--- src/rtl/mux_scan_ctrl_pkg.sv ---
// rtl/mux_scan_ctrl_pkg.sv - shared types and constants for the mux scanner
package mux_scan_pkg;

    typedef enum logic [1:0] {
        IDLE = 2'd0,
        SCAN = 2'd1,
        HOLD = 2'd2
    } state_t;

    localparam int NUM_CH = 4;
    localparam int CH_W   = 2;

endpackage

--- src/rtl/mux_scan_ctrl_if.sv ---
// rtl/mux_scan_ctrl_if.sv - frame output handshake bundle of the mux scanner
//
// Signals:
//   frame_data  [4*BITS] : deserialised frame, channel k at [k*BITS +: BITS]
//   frame_valid          : frame available
//   frame_ready          : consumer accepts the frame
//   frame_par   [4]      : per-channel XOR parity (only with MUX_SCAN_PARITY_EN)
// Modports: master (scanner side), slave (consumer side).
interface mux_scan_ctrl_if #(
    parameter int BITS = 8
);
    logic [4*BITS-1:0] frame_data;
    logic              frame_valid;
    logic              frame_ready;
`ifdef MUX_SCAN_PARITY_EN
    logic [3:0]        frame_par;
`endif

    modport master (
        output frame_data,
        output frame_valid,
`ifdef MUX_SCAN_PARITY_EN
        output frame_par,
`endif
        input  frame_ready
    );

    modport slave (
        input  frame_data,
        input  frame_valid,
`ifdef MUX_SCAN_PARITY_EN
        input  frame_par,
`endif
        output frame_ready
    );
endinterface

--- src/rtl/mux_scan_chreg.sv ---
// rtl/mux_scan_chreg.sv - per-channel shadow shift register
//
// Ports:
//   clk, rst_n : clock, asynchronous active-low reset
//   clr        : synchronous clear (wins over shift)
//   shift_en   : shift left by one, din enters at the LSB
//   din        : serial sample
//   q          : current shadow contents
module mux_scan_chreg #(
    parameter int BITS = 8
) (
    input  logic            clk,
    input  logic            rst_n,
    input  logic            clr,
    input  logic            shift_en,
    input  logic            din,
    output logic [BITS-1:0] q
);

    always_ff @(posedge clk or negedge rst_n) begin
        if (!rst_n) begin
            q <= '0;
        end else if (clr) begin
            q <= '0;
        end else if (shift_en) begin
            q <= {q[BITS-2:0], din};
        end
    end

endmodule

--- src/rtl/mux_scan.sv ---
// rtl/mux_scan.sv - time-division scanner driving a 4-to-1 mux select and deserialising its output
//
// Ports:
//   clk, rst_n : clock, asynchronous active-low reset
//   en         : scan enable
//   s1, s0     : registered mux select, always equal to the channel counter
//   y          : mux output, sampled on the edge that ends the cycle it is selected
//   bus        : frame handshake (mux_scan_ctrl_if.master)
// Optional feature macro: MUX_SCAN_PARITY_EN adds bus.frame_par.
module mux_scan_ctrl
    import mux_scan_pkg::*;
#(
    parameter int BITS = 8
) (
    input  logic            clk,
    input  logic            rst_n,
    input  logic            en,
    output logic            s1,
    output logic            s0,
    input  logic            y,
    mux_scan_ctrl_if.master bus
);

    localparam int BC_W = $clog2(BITS);

    state_t             state;
    logic [CH_W-1:0]    ch;
    logic [BC_W-1:0]    bc;
    logic [BITS-1:0]    sh [NUM_CH];
    logic [NUM_CH-1:0]  shift_en;
    logic               clr;
    logic               last;
    logic               slot_free;
    logic [4*BITS-1:0]  load_data;
`ifdef MUX_SCAN_PARITY_EN
    logic [3:0]         load_par;
`endif

    assign {s1, s0} = ch;

    // Shadow is flushed whenever the scanner is idle or a scan is aborted,
    // so a restarted frame never carries samples of the abandoned one.
    assign clr       = (state == IDLE) || (state == SCAN && !en);
    assign last      = (state == SCAN) && en && (ch == CH_W'(NUM_CH - 1)) && (bc == BC_W'(BITS - 1));
    assign slot_free = !bus.frame_valid || bus.frame_ready;

    for (genvar c = 0; c < NUM_CH; c++) begin : g_ch
        assign shift_en[c] = (state == SCAN) && en && (ch == CH_W'(c));

        mux_scan_chreg #(.BITS(BITS)) u_chreg (
            .clk      (clk),
            .rst_n    (rst_n),
            .clr      (clr),
            .shift_en (shift_en[c]),
            .din      (y),
            .q        (sh[c])
        );
    end

    // On the completing SCAN edge channel 3's last sample is still on y,
    // so it is merged here; in HOLD the shadow is already complete.
    always_comb begin
        load_data = {sh[3], sh[2], sh[1], sh[0]};
        if (state == SCAN) begin
            load_data[3*BITS +: BITS] = {sh[3][BITS-2:0], y};
        end
    end

`ifdef MUX_SCAN_PARITY_EN
    always_comb begin
        load_par = '0;
        for (int c = 0; c < NUM_CH; c++) begin
            load_par[c] = ^load_data[c*BITS +: BITS];
        end
    end
`endif

    always_ff @(posedge clk or negedge rst_n) begin
        if (!rst_n) begin
            state           <= IDLE;
            ch              <= '0;
            bc              <= '0;
            bus.frame_data  <= '0;
            bus.frame_valid <= 1'b0;
`ifdef MUX_SCAN_PARITY_EN
            bus.frame_par   <= '0;
`endif
        end else begin
            // Consumer handshake; a frame load below takes precedence.
            if (bus.frame_ready) begin
                bus.frame_valid <= 1'b0;
            end

            case (state)
                IDLE: begin
                    ch <= '0;
                    bc <= '0;
                    if (en) begin
                        state <= SCAN;
                    end
                end

                SCAN: begin
                    if (!en) begin
                        state <= IDLE;
                        ch    <= '0;
                        bc    <= '0;
                    end else if (last) begin
                        ch <= '0;
                        bc <= '0;
                        if (slot_free) begin
                            bus.frame_data  <= load_data;
                            bus.frame_valid <= 1'b1;
`ifdef MUX_SCAN_PARITY_EN
                            bus.frame_par   <= load_par;
`endif
                        end else begin
                            state <= HOLD;
                        end
                    end else begin
                        ch <= ch + CH_W'(1);
                        if (ch == CH_W'(NUM_CH - 1)) begin
                            bc <= bc + BC_W'(1);
                        end
                    end
                end

                HOLD: begin
                    if (slot_free) begin
                        bus.frame_data  <= load_data;
                        bus.frame_valid <= 1'b1;
`ifdef MUX_SCAN_PARITY_EN
                        bus.frame_par   <= load_par;
`endif
                        state <= en ? SCAN : IDLE;
                    end
                end

                default: begin
                    state <= IDLE;
                    ch    <= '0;
                    bc    <= '0;
                end
            endcase
        end
    end

endmodule
--- src/flat_wrapper.sv ---
// flat-port wrapper written by rule: the top's interface ports become plain ports
module mux_scan_ctrl_flat import mux_scan_pkg::*;
#(
    parameter int BITS = 8
)
  (clk, rst_n, en, s1, s0, y, bus_frame_data, bus_frame_valid, bus_frame_ready);
  mux_scan_ctrl_if #(.BITS(BITS)) bus_i ();
  input  logic clk;
  input  logic rst_n;
  input  logic en;
  output logic s1;
  output logic s0;
  input  logic y;
  output wire logic [$bits(bus_i.frame_data)-1:0] bus_frame_data;
  output wire logic [$bits(bus_i.frame_valid)-1:0] bus_frame_valid;
  input wire logic [$bits(bus_i.frame_ready)-1:0] bus_frame_ready;
  assign bus_frame_data = bus_i.frame_data;
  assign bus_frame_valid = bus_i.frame_valid;
  assign bus_i.frame_ready = bus_frame_ready;
  mux_scan_ctrl #(.BITS(BITS)) u_core (.clk(clk), .rst_n(rst_n), .en(en), .s1(s1), .s0(s0), .y(y), .bus(bus_i));
endmodule
--- config.mk ---
export PLATFORM = sky130hd
export DESIGN_NAME = mux_scan_ctrl_flat
export DESIGN_NICKNAME = d
export VERILOG_FILES = /design/src/rtl/mux_scan_ctrl_pkg.sv /design/src/rtl/mux_scan_ctrl_if.sv /design/src/rtl/mux_scan_chreg.sv /design/src/rtl/mux_scan.sv /design/src/flat_wrapper.sv
export SDC_FILE = /design/constraint.sdc
export NUM_CORES = 1
export LEC_CHECK = 0
export ABC_CLOCK_PERIOD_IN_PS = 4200
export BUFFER_PORTS_ARGS = -buffer_cell sky130_fd_sc_hd__buf_2
export CAP_MARGIN = 5
export CORE_MARGIN = 3
export CORE_UTILIZATION = 65
export CTS_BUF_LIST = sky130_fd_sc_hd__clkbuf_2 sky130_fd_sc_hd__clkbuf_4 sky130_fd_sc_hd__clkbuf_8
export CTS_CLUSTER_DIAMETER = 30
export DETAILED_ROUTE_END_ITERATION = 16
export PLACE_DENSITY = 0.95
export SETUP_SLACK_MARGIN = 0.5
export SLEW_MARGIN = 0
export SYNTH_ARGS = -nofsm -noshare
export SYNTH_HDL_FRONTEND = slang
export SYNTH_SLANG_ARGS = --single-unit
--- constraint.sdc ---
create_clock -name clk -period 4.2 [get_ports clk]
set_input_delay 0.21 -clock clk [delete_from_list [all_inputs] [get_ports clk]]
set_output_delay 0.21 -clock clk [all_outputs]
set_load 0.01 [all_outputs]
Yosys cells after proc, flatten, opt, wreduce, memory -nomap -nowiden
Index checks and enable logic that the tools add are counted.
{"block": "word_totals", "regBits": 72, "in_bits": 5, "out_inout_bits": 35}
{"block": "classes", "n_mux": 32, "add_sub_neg": 2, "eq_ne": 13, "reduce_logical": 21, "n_bitwise": 1}
{"operator": "$mux W32", "n": 3}
{"operator": "$mux W8", "n": 9}
{"operator": "$pmux W32 S2", "n": 1}
{"operator": "$mux W2", "n": 7}
{"operator": "$reduce_bool A2 Y1", "n": 5}
{"operator": "$mux W3", "n": 3}
{"operator": "$logic_and A1 B1 Y1", "n": 7}
{"operator": "$eq A2 B2 Y1 const B", "n": 3}
{"operator": "$pmux W2 S3", "n": 1}
{"operator": "$pmux W3 S2", "n": 1}
{"operator": "$mux W1", "n": 5}
{"operator": "$eq A2 B1 Y1 const B", "n": 2}
{"operator": "$logic_not A2 Y1", "n": 2}
{"operator": "$ne A2 B1 Y1 const B", "n": 2}
{"operator": "$ne A2 B2 Y1 const B", "n": 2}
{"operator": "$ne A4 B3 Y1 const B", "n": 1}
{"operator": "$pmux W2 S2", "n": 1}
{"operator": "$reduce_and A4 Y1", "n": 1}
{"operator": "$add A3 B1 Y3 const B", "n": 1}
{"operator": "$eq A3 B3 Y1 const B", "n": 1}
{"operator": "$ne A3 B2 Y1 const B", "n": 1}
{"operator": "$ne A3 B3 Y1 const B", "n": 1}
{"operator": "$reduce_and A3 Y1", "n": 1}
{"operator": "$add A2 B1 Y2 const B", "n": 1}
{"operator": "5 further kinds", "n": 7}

Logic depth before layout (Yosys ltp)
Gate-level depths: netlist of run 1.
{"block": "logic_depth", "depth_word": 7, "mapped_depth": 7, "mapped_depth_nobuf": 5}

Modules after synthesis
A second synthesis of run 1 with hierarchy kept.
{"block": "hier_totals", "hier_cells": 243, "area_unflattened_um2": 3290.7}
{"module": "mux_scan_ctrl", "instances": 1, "seq_area_each_um2": 1001.0, "area_per_inst_um2": 1989.4, "cells_per_inst": 139}
{"module": "mux_scan_chreg", "instances": 4, "seq_area_each_um2": 200.2, "area_per_inst_um2": 325.3, "cells_per_inst": 26}

Worst setup path before layout of run 1
No wires, ideal clock.
{"block": "synth_path", "kind": "flip-flop to flip-flop", "start": "register u_core.ch[0]", "end": "register u_core.bus.frame_data[10]", "t_required_ps": 4075, "period_less_slack_ps": 1693, "setup_ps": 125, "path_slack_ps": 2507, "path_stages_with_launch": 6, "arrival_ps": 1568, "cell_sequence": "dfrtp_1 ha_1 nand4_1 a21oi_4 buf_6 mux2_2"}
{"block": "synth_via", "elab_chain_len": 5}
{"element": "from (decl)", "line": "mux_scan.sv:27", "rtl": "logic [CH_W-1:0] ch;"}
{"element": "from (signal assigned)", "line": "mux_scan.sv:121", "rtl": "ch <= ch + CH_W'(1);"}
{"element": "$eq A2 B2 Y1", "line": "mux_scan.sv:44", "rtl": "assign last = (state == SCAN) && en && (ch == CH_W'(NUM_CH - 1)) && (bc == BC_W'(BITS - 1));"}
{"element": "$logic_and A1 B1 Y1 (2 in series)", "line": "mux_scan.sv:44"}
{"element": "$ne A2 B1 Y1 (no source line)"}
{"element": "$reduce_and A3 Y1 (no source line)"}
{"element": "to (signal assigned)", "line": "mux_scan.sv:112", "rtl": "bus.frame_data <= load_data;"}
{"element": "to (signal assigned)", "line": "mux_scan.sv:130", "rtl": "bus.frame_data <= load_data;"}
{"element": "to (decl)", "line": "mux_scan_ctrl_if.sv:20", "rtl": "output frame_data,"}
Every way passes these cells.
A chain may end at the register's enable or synchronous reset.

Worst setup path after layout of run 1
{"block": "layout_path", "start": "register u_core.ch[0]", "end": "register u_core.bus.frame_data[16]"}
Same word-level chain as after synthesis.

==> results.sh, run 1 <==
export IMPL_num_vias=2752
export IMPL_die_w_um=81.0
export IMPL_fin_cells=463
export IMPL_nets=403
export IMPL_pre_cts_slack_ns=1.41
export IMPL_synth_edf_count=0
export IMPL_clkLatencyLatePin_ns=0.35
export IMPL_grt_pass1_wl_um=12600
export IMPL_cts_root_buffer="clkbuf_8"
export IMPL_finalHoldViolations=0
export IMPL_finalPower_mw=1.61
export IMPL_synthCells=359
export IMPL_io_pins=40
export IMPL_numCtsBuffers=9
export IMPL_row_count=26
export IMPL_gp_congestion=0.773
export IMPL_cp_max_fo=32
export IMPL_drc=0
export IMPL_critPathKind="reg -> reg"
export IMPL_p_leak_nw=2.12
export IMPL_slew_violations=0
export IMPL_vias_per_cell=5.94
export IMPL_grt_max_degree=78
export IMPL_setup_violations=0
export IMPL_clock_skew_ns=0.00879
export IMPL_track_usage_pct=25.2
export IMPL_fin_crit_sh_pct=68.4
export IMPL_avgSynthCellArea_um2=10.2
export IMPL_arrival_ns=3.10
export IMPL_hold_path_class="in -> reg"
export IMPL_hold_buffers=1
export IMPL_clk_pin_slew_ns=0.07
export IMPL_max_slew_margin_pct=26.6
export IMPL_ys_warn_count=0
export IMPL_critPathRequiredTime_ns=4.43
export IMPL_area_delta_synth_final_pct=10.6
export IMPL_clk_path_buf_depth=2
export IMPL_overflow=0
export IMPL_ys_ff_latch=72
export IMPL_drt_pass1_iter_count=4
export IMPL_io_buffers=39
export IMPL_endpoint_kind="flop"
export IMPL_whs_path_depth=4
export IMPL_h_tree_depth=3
export IMPL_clkSinkCount=72
export IMPL_ys_seq_area_share_pct=49.3
export IMPL_period_minus_slack_ns=2.87
export IMPL_die_h_um=81.0
export IMPL_antenna_found_initial=0
export IMPL_rsz0062_at_grt="false"
export IMPL_dp_hpwl_um=4720
export IMPL_synthesis_area_mm2=0.00366
export IMPL_post_cts_buffers=0
export IMPL_dieArea_mm2=0.00656
export IMPL_drt_iter0_drc=255
export IMPL_drt_wl_total_um=7560
export IMPL_drive_gt1_share_pct=23.2
export IMPL_fin_ws_ns=1.33
export IMPL_start_kind="flop"
export IMPL_core_area_mm2=0.00527
export IMPL_peakVddDrop_mv=0.497
export IMPL_tns_ns=0
export IMPL_antenna_left=0
export IMPL_power_density_mw_per_mm2=397
export IMPL_dp_cells=446
export IMPL_final_cell_mix="dfrtp_1, buf_2, a21oi_1"
export IMPL_n_antenna_cell=0
export IMPL_max_freq_mhz=348
export IMPL_worst_pin_slew_ns=1.10
export IMPL_mappedNetlistNets=374
export IMPL_status="finished, final reports clean"
export IMPL_grt_pass1_vias=2678
export IMPL_initial_core_util_pct=69.4
export IMPL_r2r_cells=4
export IMPL_cap_violations=0
export IMPL_synth_ff_type="dfrtp_1"
export IMPL_synth_cell_types=30
export IMPL_cts_resized=0
export IMPL_final_common_cell="dfrtp_1"
export IMPL_cts_tree="done"
export IMPL_wl_per_cell_um=16.3
export IMPL_async_flop_share_pct=100
[kinds of logic after synthesis]
logic type / after synthesis / synth area share, %
adder cells (fa/ha/maj): 10 / 3.42
AND/OR/NAND/NOR: 137 / 22.0
buffers and inverters: 29 / 3.66
AO/OA/AOI/OAI: 78 / 11.5
flip-flops: 72 / 49.3
multiplexers: 33 / 10.2
[power by group]
part | internal (mW) | total (mW) | switching, mW
clock | 0.276 | 0.529 | 0.254
combinational | 0.113 | 0.350 | 0.237
sequential | 0.708 | 0.725 | 0.0179
[layout make-up]
| type | count | area, um2 |
|---|---|---|
| Inverter | 4 | 15.0 |
| Multi-Input combinational cell | 258 | 1720 |
| Fill cell | 368 | 1220 |
| Sequential cell | 72 | 1800 |
| Timing Repair Buffer | 43 | 228 |
| Clock buffer | 14 | 180 |
| Clock inverter | 2 | 12.5 |
| Tap cell | 70 | 87.6 |
[per-layer routing]
layer	vias up	global-route usage (%)	wire length [um]
li1	1279	-	-
met1	1397	32.4	3290
met2	62	41.3	3780
met3	14	6.32	327
met4	0	9.80	164
met5	-	0	0
[registers in the layout (all words and copies together) (netlist names)]
register,flops
u_core.bus.frame_data,32
u_core.g_ch.u_chreg.q,32
u_core.bc,3
u_core.ch,2
u_core.state,2
u_core.bus.frame_valid,1
[synth_stat cells (2+ instances only)]
cell type  instances  area [um2]
clkbuf_1          20        75.1
buf_6              3        33.8
mux2_2            31         349
mux2_1             2        22.5
nor3b_1            2        15.0
dfrtp_1           72        1800
nor2b_1           31         194
and2b_1            5        37.5
nand2b_1          33         206
a21oi_1           37         185
nand2_1           24        90.1
nor2_1             2        7.51
nand3_1            2        10.0
buf_2              2        10.0
and3_1            32         200
o21ai_0           35         175
inv_1              4        15.0
ha_1              10         125
[path summary, 6_finish.rpt]
kind	to	start	slack, ns
setup / recovery	u_core.bus.frame_data[16]	u_core.ch[0]	1.33
hold / removal	u_core.bus.frame_data[24]	y	0.30
setup reg to reg	u_core.bus.frame_data[16]	u_core.ch[0]	1.33
hold reg to reg	u_core.bus.frame_data[14]	u_core.bus.frame_data[14]	0.49
max in group asynchronous	u_core.g_ch[3].u_chreg.q[5]	rst_n	2.74
min in group asynchronous	u_core.bus.frame_data[20]	rst_n	0.49
[through the flow]
stage	hold WS, ns	instance area [um2]	util (%)
after floorplan	-0.0856	3660	-
after detailed placement	0.343	3840	72.9
final	0.302	4050	76.8
after CTS	0.286	4050	76.8
after global placement	0.337	3840	72.9
after global routing	0.320	4050	76.8
[critical path: stages, from the launching register on]
cell and delay, ns:
dfrtp_1 0.46, ha_1 0.69, nand4_1 0.24, a21oi_4 0.91, mux2_2 0.43
Note: power is estimated with default switching activity, not from simulation.
==> inputs of run 2 (changes only) <==
- ABC_CLOCK_PERIOD_IN_PS: 4200 -> 2900
- CORE_UTILIZATION: 65 -> 61
- PLACE_DENSITY: 0.95 -> 0.9
- clock period: 4.2 -> 2.9 ns (I/O delays scaled with it)
==> results.sh, run 2 (synthesized netlist as in run 1, its figures left out) <==
export IMPL_status="finished, final reports clean"
export IMPL_pwr_share_seq_pct=42.9
export IMPL_start_kind="flop"
export IMPL_power_density_mw_per_mm2=595
export IMPL_final_cell_mix="dfrtp_1, buf_2, a21oi_1"
export IMPL_drive_gt1_share_pct=24.1
export IMPL_whs_path_depth=4
export IMPL_die_h_um=83.4
export IMPL_hold_buffers=1
export IMPL_worst_pin_slew_ns=0.575
export IMPL_max_freq_mhz=463
export IMPL_r2r_end="u_core.bus.frame_data[26]"
export IMPL_track_usage_pct=22.1
export IMPL_initial_core_util_pct=64.8
export IMPL_cap_violations=0
export IMPL_clkSinkCount=72
export IMPL_post_cts_buffers=0
export IMPL_h_tree_depth=3
export IMPL_fin_cells=470
export IMPL_grt_pass1_vias=2711
export IMPL_endpoint_kind="flop"
export IMPL_clk_path_buf_depth=2
export IMPL_finalHoldViolations=0
export IMPL_r2r_cells=7
export IMPL_hold_path_class="in -> reg"
export IMPL_drt_iter0_drc=146
export IMPL_cp_common_cell="buf_4"
export IMPL_tns_ns=0
export IMPL_row_count=27
export IMPL_vias_per_cell=5.79
export IMPL_min_from="bus_frame_ready"
export IMPL_overflow=0
export IMPL_final_common_cell="dfrtp_1"
export IMPL_switchingPower_mw=0.717
export IMPL_fin_crit_sh_pct=74.5
export IMPL_critPathKind="reg -> reg"
export IMPL_clk_pin_slew_ns=0.07
export IMPL_dp_hpwl_um=4700
export IMPL_gp_congestion=0.812
export IMPL_drt_wl_total_um=7290
export IMPL_n_antenna_cell=0
export IMPL_io_pins=40
export IMPL_critPathRequiredTime_ns=3.12
export IMPL_timing_rr_start="u_core.state[1]"
export IMPL_path_cells="inv_1 -> ha_1 -> buf_4 -> nand4_1 -> a21oi_4 -> buf_4 -> mux2_2"
export IMPL_slew_violations=0
export IMPL_arrival_ns=2.38
export IMPL_regToRegSetupSlack_ns=0.74
export IMPL_p_comb_share_pct=20.8
export IMPL_io_buffers=39
export IMPL_cts_resized=0
export IMPL_p_leak_nw=2.16
export IMPL_largestRegisters="u_core.bus.frame_data (32), u_core.g_ch.u_chreg.q (32), u_core.bc (3)"
export IMPL_antenna_left=0
export IMPL_area_delta_synth_final_pct=12.6
export IMPL_nets=408
export IMPL_numCtsBuffers=9
export IMPL_clock_skew_ns=0.00671
export IMPL_dpl_cell_area_mm2=0.00388
export IMPL_cp_top_family="buffers and inverters"
export IMPL_drc=0
export IMPL_hold_ws_ns=0.215
export IMPL_cts_tree="done"
export IMPL_cts_root_buffer="clkbuf_8"
export IMPL_crit_path_top_delay_cell="dfrtp_1"
export IMPL_finalPower_mw=2.45
export IMPL_grt_max_degree=46
export IMPL_grt_pass1_wl_um=12500
export IMPL_core_area_mm2=0.00564
export IMPL_design_area_mm2=0.00412
export IMPL_drt_pass1_iter_count=4
export IMPL_setup_violations=0
export IMPL_max_slew_margin_pct=61.7
export IMPL_wl_per_cell_um=15.5
export IMPL_num_vias=2719
export IMPL_cp_max_fo=45
export IMPL_dp_cells=453
export IMPL_final_util_pct=73.0
export IMPL_crit_buf_inv=3
export IMPL_fin_ws_ns=0.740
export IMPL_internal_power_mw=1.73
export IMPL_slowest_delay_ns=0.41
export IMPL_clkLatencyLatePin_ns=0.34
export IMPL_pre_cts_slack_ns=0.759
export IMPL_p_sw_share_pct=29.2
export IMPL_antenna_found_initial=0
export IMPL_die_w_um=83.4
export IMPL_period_minus_slack_ns=2.16
export IMPL_min_to="u_core.state[1]"
export IMPL_rsz0062_at_grt="false"
export IMPL_power_share_clock_pct=36.3
export IMPL_peakVddDrop_mv=0.503
export IMPL_dieArea_mm2=0.00696
## run 2: metal layers
layer	global-route usage, %	up-vias	wire (um)
met4	9.80	0	112
li1	-	1294	-
met3	4.56	13	330
met1	28.4	1351	3320
met5	0	-	0
met2	36.2	61	3520
## run 2: worst max path at each step
stage                     from                   endpoint  cells past startpoint
2_1_floorplan     u_core.ch[0]  u_core.bus.frame_data[10]                      5
3_3_place_gp   u_core.state[1]  u_core.bus.frame_data[12]                      7
3_5_place_dp   u_core.state[1]  u_core.bus.frame_data[15]                      7
4_1_cts        u_core.state[1]  u_core.bus.frame_data[15]                      7
5_1_grt        u_core.state[1]  u_core.bus.frame_data[15]                      7
6_report       u_core.state[1]  u_core.bus.frame_data[26]                      7
## run 2: power groups by stage
stage / Clock [mW] / Sequential [mW] / Combinational [mW]
6_report: 0.890 / 1.05 / 0.511
3_5_place_dp: 0 / 1.07 / 0.506
5_1_grt: 0.955 / 1.05 / 0.562
4_1_cts: 0.908 / 1.05 / 0.509
3_3_place_gp: 0 / 1.07 / 0.492
2_1_floorplan: 0 / 1.07 / 0.382
## run 2: worst register-to-register path, stage by stage (launching register included)
cell,delay (ns)
dfrtp_1,0.41
inv_1,0.10
ha_1,0.18
buf_4,0.32
nand4_1,0.21
a21oi_4,0.18
buf_4,0.27
mux2_2,0.37
## run 2: cell type report
type / count / area [um2]
Tap cell: 72 / 90.1
Timing Repair Buffer: 48 / 265
Inverter: 4 / 15.0
Fill cell: 414 / 1520
Multi-Input combinational cell: 258 / 1720
Sequential cell: 72 / 1800
Clock inverter: 3 / 65.1
Clock buffer: 13 / 160
